## config.mk

```make
export PLATFORM = sky130hd
export DESIGN_NAME = seg_scan_ctrl
export DESIGN_NICKNAME = d
export VERILOG_FILES = /design/src/rtl/seg_scan_ctrl.sv
export SDC_FILE = /design/constraint.sdc
export NUM_CORES = 1
export LEC_CHECK = 0
export CAP_MARGIN = 20
export CORE_ASPECT_RATIO = 1.75
export CORE_MARGIN = 3
export CORE_UTILIZATION = 50
export DETAILED_ROUTE_END_ITERATION = 10
export PLACE_DENSITY = 0.75
export SLEW_MARGIN = 30
export SYNTH_ARGS = -nofsm -noshare
export SYNTH_HDL_FRONTEND = slang
export SYNTH_SLANG_ARGS = --single-unit
```

## constraint.sdc

```tcl
create_clock -name clk -period 3.4 [get_ports clk]
set_clock_uncertainty 0.2 [all_clocks]
set_input_delay 0.85 -clock clk [delete_from_list [all_inputs] [get_ports clk]]
set_output_delay 0.85 -clock clk [all_outputs]
set_load 0.005 [all_outputs]
```

## src/rtl/seg_scan_ctrl.sv

```systemverilog
// 4-digit multiplexed 7-segment scan controller with double-buffered frames; LEADING_ZERO_BLANK_EN blanks leading zeros.
// Latency: a/num/seg/frame_start are registered and move together on each slot tick; backpressure: load_ready low while pending is full.
module seg_scan_ctrl #(
  parameter int DIV = 100000
) (
  input  logic        clk,
  input  logic        rst_n,
  input  logic        load_valid,
  output logic        load_ready,
  input  logic [15:0] digits_in,
  input  logic [2:0]  num_in,
  output logic [2:0]  a,
  output logic [2:0]  num,
  output logic [6:0]  seg,
  output logic        frame_start
);

  localparam int PW = (DIV > 1) ? $clog2(DIV) : 1;
  localparam logic [PW-1:0] PMAX = PW'(DIV - 1);
  localparam logic [6:0] SEG_BLANK = 7'h7F;

  logic [PW-1:0] presc;
  logic          tick;

  logic          pend_full;
  logic [15:0]   pend_dig;
  logic [2:0]    pend_num;
  logic [15:0]   act_dig;
  logic [2:0]    act_num;

  logic [2:0]    a_nxt;
  logic          frame_end;
  logic [15:0]   act_dig_nxt;
  logic [2:0]    act_num_nxt;
  logic [6:0]    seg_nxt;
  logic [3:0]    digit_nxt;
  logic          load_fire;
  logic [2:0]    num_in_legal;

  function automatic logic [6:0] bcd_to_seg(input logic [3:0] v);
    logic [6:0] s;
    case (v)
      4'd0:    s = 7'h40;
      4'd1:    s = 7'h79;
      4'd2:    s = 7'h24;
      4'd3:    s = 7'h30;
      4'd4:    s = 7'h19;
      4'd5:    s = 7'h12;
      4'd6:    s = 7'h02;
      4'd7:    s = 7'h78;
      4'd8:    s = 7'h00;
      4'd9:    s = 7'h10;
      default: s = SEG_BLANK;
    endcase
    return s;
  endfunction

`ifdef LEADING_ZERO_BLANK_EN
  // Digit i is a leading zero when it and every active digit above it are zero.
  function automatic logic lead_zero(input logic [15:0] d, input logic [2:0] n, input logic [2:0] i);
    logic blank;
    blank = (i != 3'd0);
    for (int j = 0; j < 4; j++) begin
      if ((3'(j) >= i) && (3'(j) < n) && (d[j*4 +: 4] != 4'd0)) begin
        blank = 1'b0;
      end
    end
    return blank;
  endfunction
`endif

  assign tick       = (presc == PMAX);
  assign load_ready = !pend_full;
  assign load_fire  = load_valid && !pend_full;
  assign num        = act_num;

  always_comb begin
    num_in_legal = 3'd0;
    case (num_in)
      3'd3:    num_in_legal = 3'd3;
      3'd4:    num_in_legal = 3'd4;
      default: num_in_legal = 3'd0;
    endcase
  end

  // An empty frame parks the scan on index 0, so every tick ends a frame.
  always_comb begin
    a_nxt = a;
    if (tick) begin
      if ((act_num == 3'd0) || (a == act_num - 3'd1)) begin
        a_nxt = 3'd0;
      end else begin
        a_nxt = a + 3'd1;
      end
    end
  end

  assign frame_end = tick && (a_nxt == 3'd0);

  always_comb begin
    act_dig_nxt = act_dig;
    act_num_nxt = act_num;
    if (frame_end && pend_full) begin
      act_dig_nxt = pend_dig;
      act_num_nxt = pend_num;
    end
  end

  // Segments are derived from next-state values so they land on the same edge as a and num.
  always_comb begin
    digit_nxt = act_dig_nxt[{a_nxt[1:0], 2'b00} +: 4];
    seg_nxt   = SEG_BLANK;
    if (act_num_nxt != 3'd0) begin
`ifdef LEADING_ZERO_BLANK_EN
      if (!lead_zero(act_dig_nxt, act_num_nxt, a_nxt)) begin
        seg_nxt = bcd_to_seg(digit_nxt);
      end
`else
      seg_nxt = bcd_to_seg(digit_nxt);
`endif
    end
  end

  always_ff @(posedge clk or negedge rst_n) begin
    if (!rst_n) begin
      presc <= '0;
    end else if (tick) begin
      presc <= '0;
    end else begin
      presc <= presc + 1'b1;
    end
  end

  // Copy and capture are exclusive: copy needs full set, capture needs it clear.
  always_ff @(posedge clk or negedge rst_n) begin
    if (!rst_n) begin
      pend_full <= 1'b0;
      pend_dig  <= '0;
      pend_num  <= '0;
    end else if (frame_end && pend_full) begin
      pend_full <= 1'b0;
    end else if (load_fire) begin
      pend_full <= 1'b1;
      pend_dig  <= digits_in;
      pend_num  <= num_in_legal;
    end
  end

  always_ff @(posedge clk or negedge rst_n) begin
    if (!rst_n) begin
      act_dig     <= '0;
      act_num     <= '0;
      a           <= '0;
      seg         <= SEG_BLANK;
      frame_start <= 1'b0;
    end else begin
      act_dig     <= act_dig_nxt;
      act_num     <= act_num_nxt;
      a           <= a_nxt;
      seg         <= seg_nxt;
      frame_start <= frame_end;
    end
  end

endmodule

```

==> results.toml <==
[outcome]
outcome = "finished, final reports clean"

[yosys]
ys_seq_area_share_pct = 52.3
synth.distinct_cells = 55
postSynthAreaPerCell_um2 = 11.3
syn_inst = 282
synth_mux_area_share_pct = 10.2
synth_top_family_by_area = "simple AND/OR/NAND/NOR gates"
synthesis.nets = 313
synth_edf_count = 0
yosys_warnings = 0
synth_async_sr_flop_share_pct = 100
synth-main-ff-cell = "dfrtp_1"
synth_compound_area_share_pct = 9.49
synthXorXnorAreaFrac_pct = 5.20
synth_fa_ha_area_share_pct = 3.54
ys_ff_latch = 66
synth-simple-area-share_pct = 14.8
synth.cell_area_mm2 = 0.00318

[global_route]
first_global_vias = 2518
overflow = 0
antenna_found_initial = 0
grt_pass1_wl_um = 11400
grt_usage_pct = 20.4
grt_max_degree = 67

[cells_and_area]
n_antenna_cell = 0
drive_above_1_share_pct = 30.3
final_area_mm2 = 0.00414
area_delta_synth_final_pct = 30.3
finalNetCount = 373

[timing]
slew-limit-headroom_pct = 46.8
hold_viol_final = 0
rsz0062_at_grt = "true"
slew_viol_final = 0
post-route-period-util_pct = 99.0
setup_viol = 0
tightest_slew_ns = 0.798
finalCriticalPeriod_ns = 3.37
fmax_ghz = 0.297
timing.setup.tns_ns = 0

[drt]
first_iter_violations = 80
drt-met1-wl_um = 2590
vias = 2350
avgViaCountPerCell = 5.53
dr.max_layer_used = "met4"
wl_per_cell_um = 17.0
dr.pass1.iters = 5
wl_met3_um = 173
drt_wl_total_um = 7240
drc = 0
dr_wl_met2_um = 4250
ant_nets = 0

[critical_path]
cp-end-kind = "flip-flop"
cp-start-kind = "flip-flop"
cp_max_fo = 6
crit_chain = "inv_2, ha_4, xor2_4, a41o_1, o311ai_4, buf_6, mux2_4, or2_4, a21oi_4, buf_6, ha_4, nor3_4, o31ai_1"
cp_num_buf_inv = 3
critPathArrivalTime_ns = 3.41
critical-path-top-delay-family = "compound AO/OA/AOI/OAI gates"
required_ns = 3.44
slowest_delay_ns = 0.40
crit_path_top_delay_cell = "dfrtp_1"
crit_type = "flip-flop to flip-flop"

[place]
port_buffers = 36
dpl.hpwl_um = 5010
gp_congestion = 0.819
dpl_cell_area_mm2 = 0.00370

[clock_network]
worstSkewPairLatency_ns = 0.34
clock-sinks = 66
cts-htree-levels = 3
ctsRootBufferMaster = "clkbuf_8"
cts_made_buffers = 9
clk_pin_slew_ns = 0.07
clk_path_buf_depth = 2
cts_tree = "yes"

[pwr]
ir_worst_vdd_mv = 0.299
p_per_area_mw_per_mm2 = 354
leakagePower_nw = 1.91
power.total_w = 0.00147

[floorplanning]
io_pins = 37
dieArea_mm2 = 0.00738
die-height_um = 111
coreArea_mm2 = 0.00602
start_util_pct = 52.8
die_w_um = 66.3
fp-row-count = 37

[hold_path]
min_path_type = "flip-flop to flip-flop"

[flow_run]
drv_cap = 0
-- layout by cell type (no fill, tap or decap), types with 5 or more instances in the layout --
| cell | instances |
|---|---|
| dfrtp_1 | 59 |
| clkdlybuf4s50_1 | 35 |
| inv_1 | 19 |
| mux2_2 | 19 |
| nor2_1 | 18 |
| buf_4 | 17 |
| nand2_1 | 14 |
| o21ai_0 | 10 |
| clkbuf_8 | 10 |
| nand3_1 | 9 |
| xor2_1 | 8 |
| xnor2_1 | 8 |
| nor2b_1 | 7 |
| nor3_1 | 7 |
| dfstp_2 | 7 |
| inv_2 | 5 |
| buf_6 | 5 |
-- cell type report --
| class | count | area (um^2) |
|---|---|---|
| Clock inverter | 5 | 30.0 |
| Multi-Input combinational cell | 183 | 1580 |
| Timing Repair Buffer | 58 | 539 |
| Tap cell | 78 | 97.6 |
| Clock buffer | 11 | 141 |
| Inverter | 24 | 90.1 |
| Fill cell | 450 | 1880 |
| Sequential cell | 66 | 1660 |
-- final timing paths --
| kind | start | to | slack, ns | cells after the start |
|---|---|---|---|---|
| worst max register to register | num[1] | seg[0] | 0.03 | 13 |
| max in group asynchronous | rst_n | pend_dig[14] | 2.00 | 2 |
| min in group asynchronous | rst_n | presc[15] | 0.48 | 2 |
| worst max-delay path | num[1] | seg[0] | 0.03 | 13 |
| worst min-delay path | presc[0] | presc[0] | 0.28 | 1 |
| worst min register to register | presc[0] | presc[0] | 0.28 | 1 |
-- worst register-to-register path, delay by kind of cell, from the launching register on --
| kind | cells | cell delay, ns |
|---|---|---|
| compound gates | 4 | 1.10 |
| buf+inv | 3 | 0.45 |
| mux | 1 | 0.31 |
| flops | 1 | 0.40 |
| xor+xnor | 1 | 0.16 |
| simple gates | 2 | 0.28 |
| fa+ha+maj | 2 | 0.36 |
-- sequential cells by signal, indices dropped and copies added, names as in the netlist --
register	cells
presc	17
act_dig	16
pend_dig	16
seg	7
a	3
num	3
pend_num	2
frame_start	1
pend_full	1
-- report_power, final --
group          leakage [nW]   total, W  switching, W  internal, W
clock                0.0851   0.000576      0.000295     0.000280
combinational         0.976  0.0000646     0.0000252    0.0000394
sequential            0.850   0.000827     0.0000170     0.000810
-- kinds of logic after synthesis --
| kind of cell | count (synthesis) |
|---|---|
| simple gates | 83 |
| compound gates | 43 |
| buf+inv | 33 |
| xor+xnor | 18 |
| flops | 66 |
| fa+ha+maj | 9 |
| mux | 30 |
-- per-stage QoR --
step                      util (%)  hold slack [ns]  instances  setup WS, ns
after detailed placement      61.4            0.273        403        0.0558
after global routing          68.8            0.306        425       -0.0732
after floorplan                  -            0.232        282       0.00606
after global placement        61.4            0.259        403         0.118
after CTS                     64.3            0.289        419        0.0199
final                         68.8            0.285        425        0.0341
-- timing repair --
item,CTS,global route
hold buffers,0,0
endpoints found under the setup margin,1,7
gates resized for setup,1,48
gates cloned,0,1
pin swaps,0,9
hold endpoints to repair,0,0
buffers inserted,0,5
-- metal layers --
layer,vias to the layer above,track usage [%]
met5,-,0
met4,0,9.09
met3,15,5.45
met2,38,37.8
met1,1183,20.3
li1,1114,-
-- synthesized netlist by cell type (all sizes together) (5+ instances only) --
library cell	instances	area, um^2
o21ai	13	65.1
buf	6	41.3
mux2	20	225
nor2b	7	43.8
dfstp	7	184
nor2	19	71.3
xor2	10	95.1
nand3	9	45.0
xnor2	8	70.1
nor3	10	55.1
inv	24	90.1
and4	5	46.3
mux2i	10	100
nand2	14	52.6
dfrtp	59	1480
ha	9	113
No activity file was read; power rests on OpenSTA's default activity.
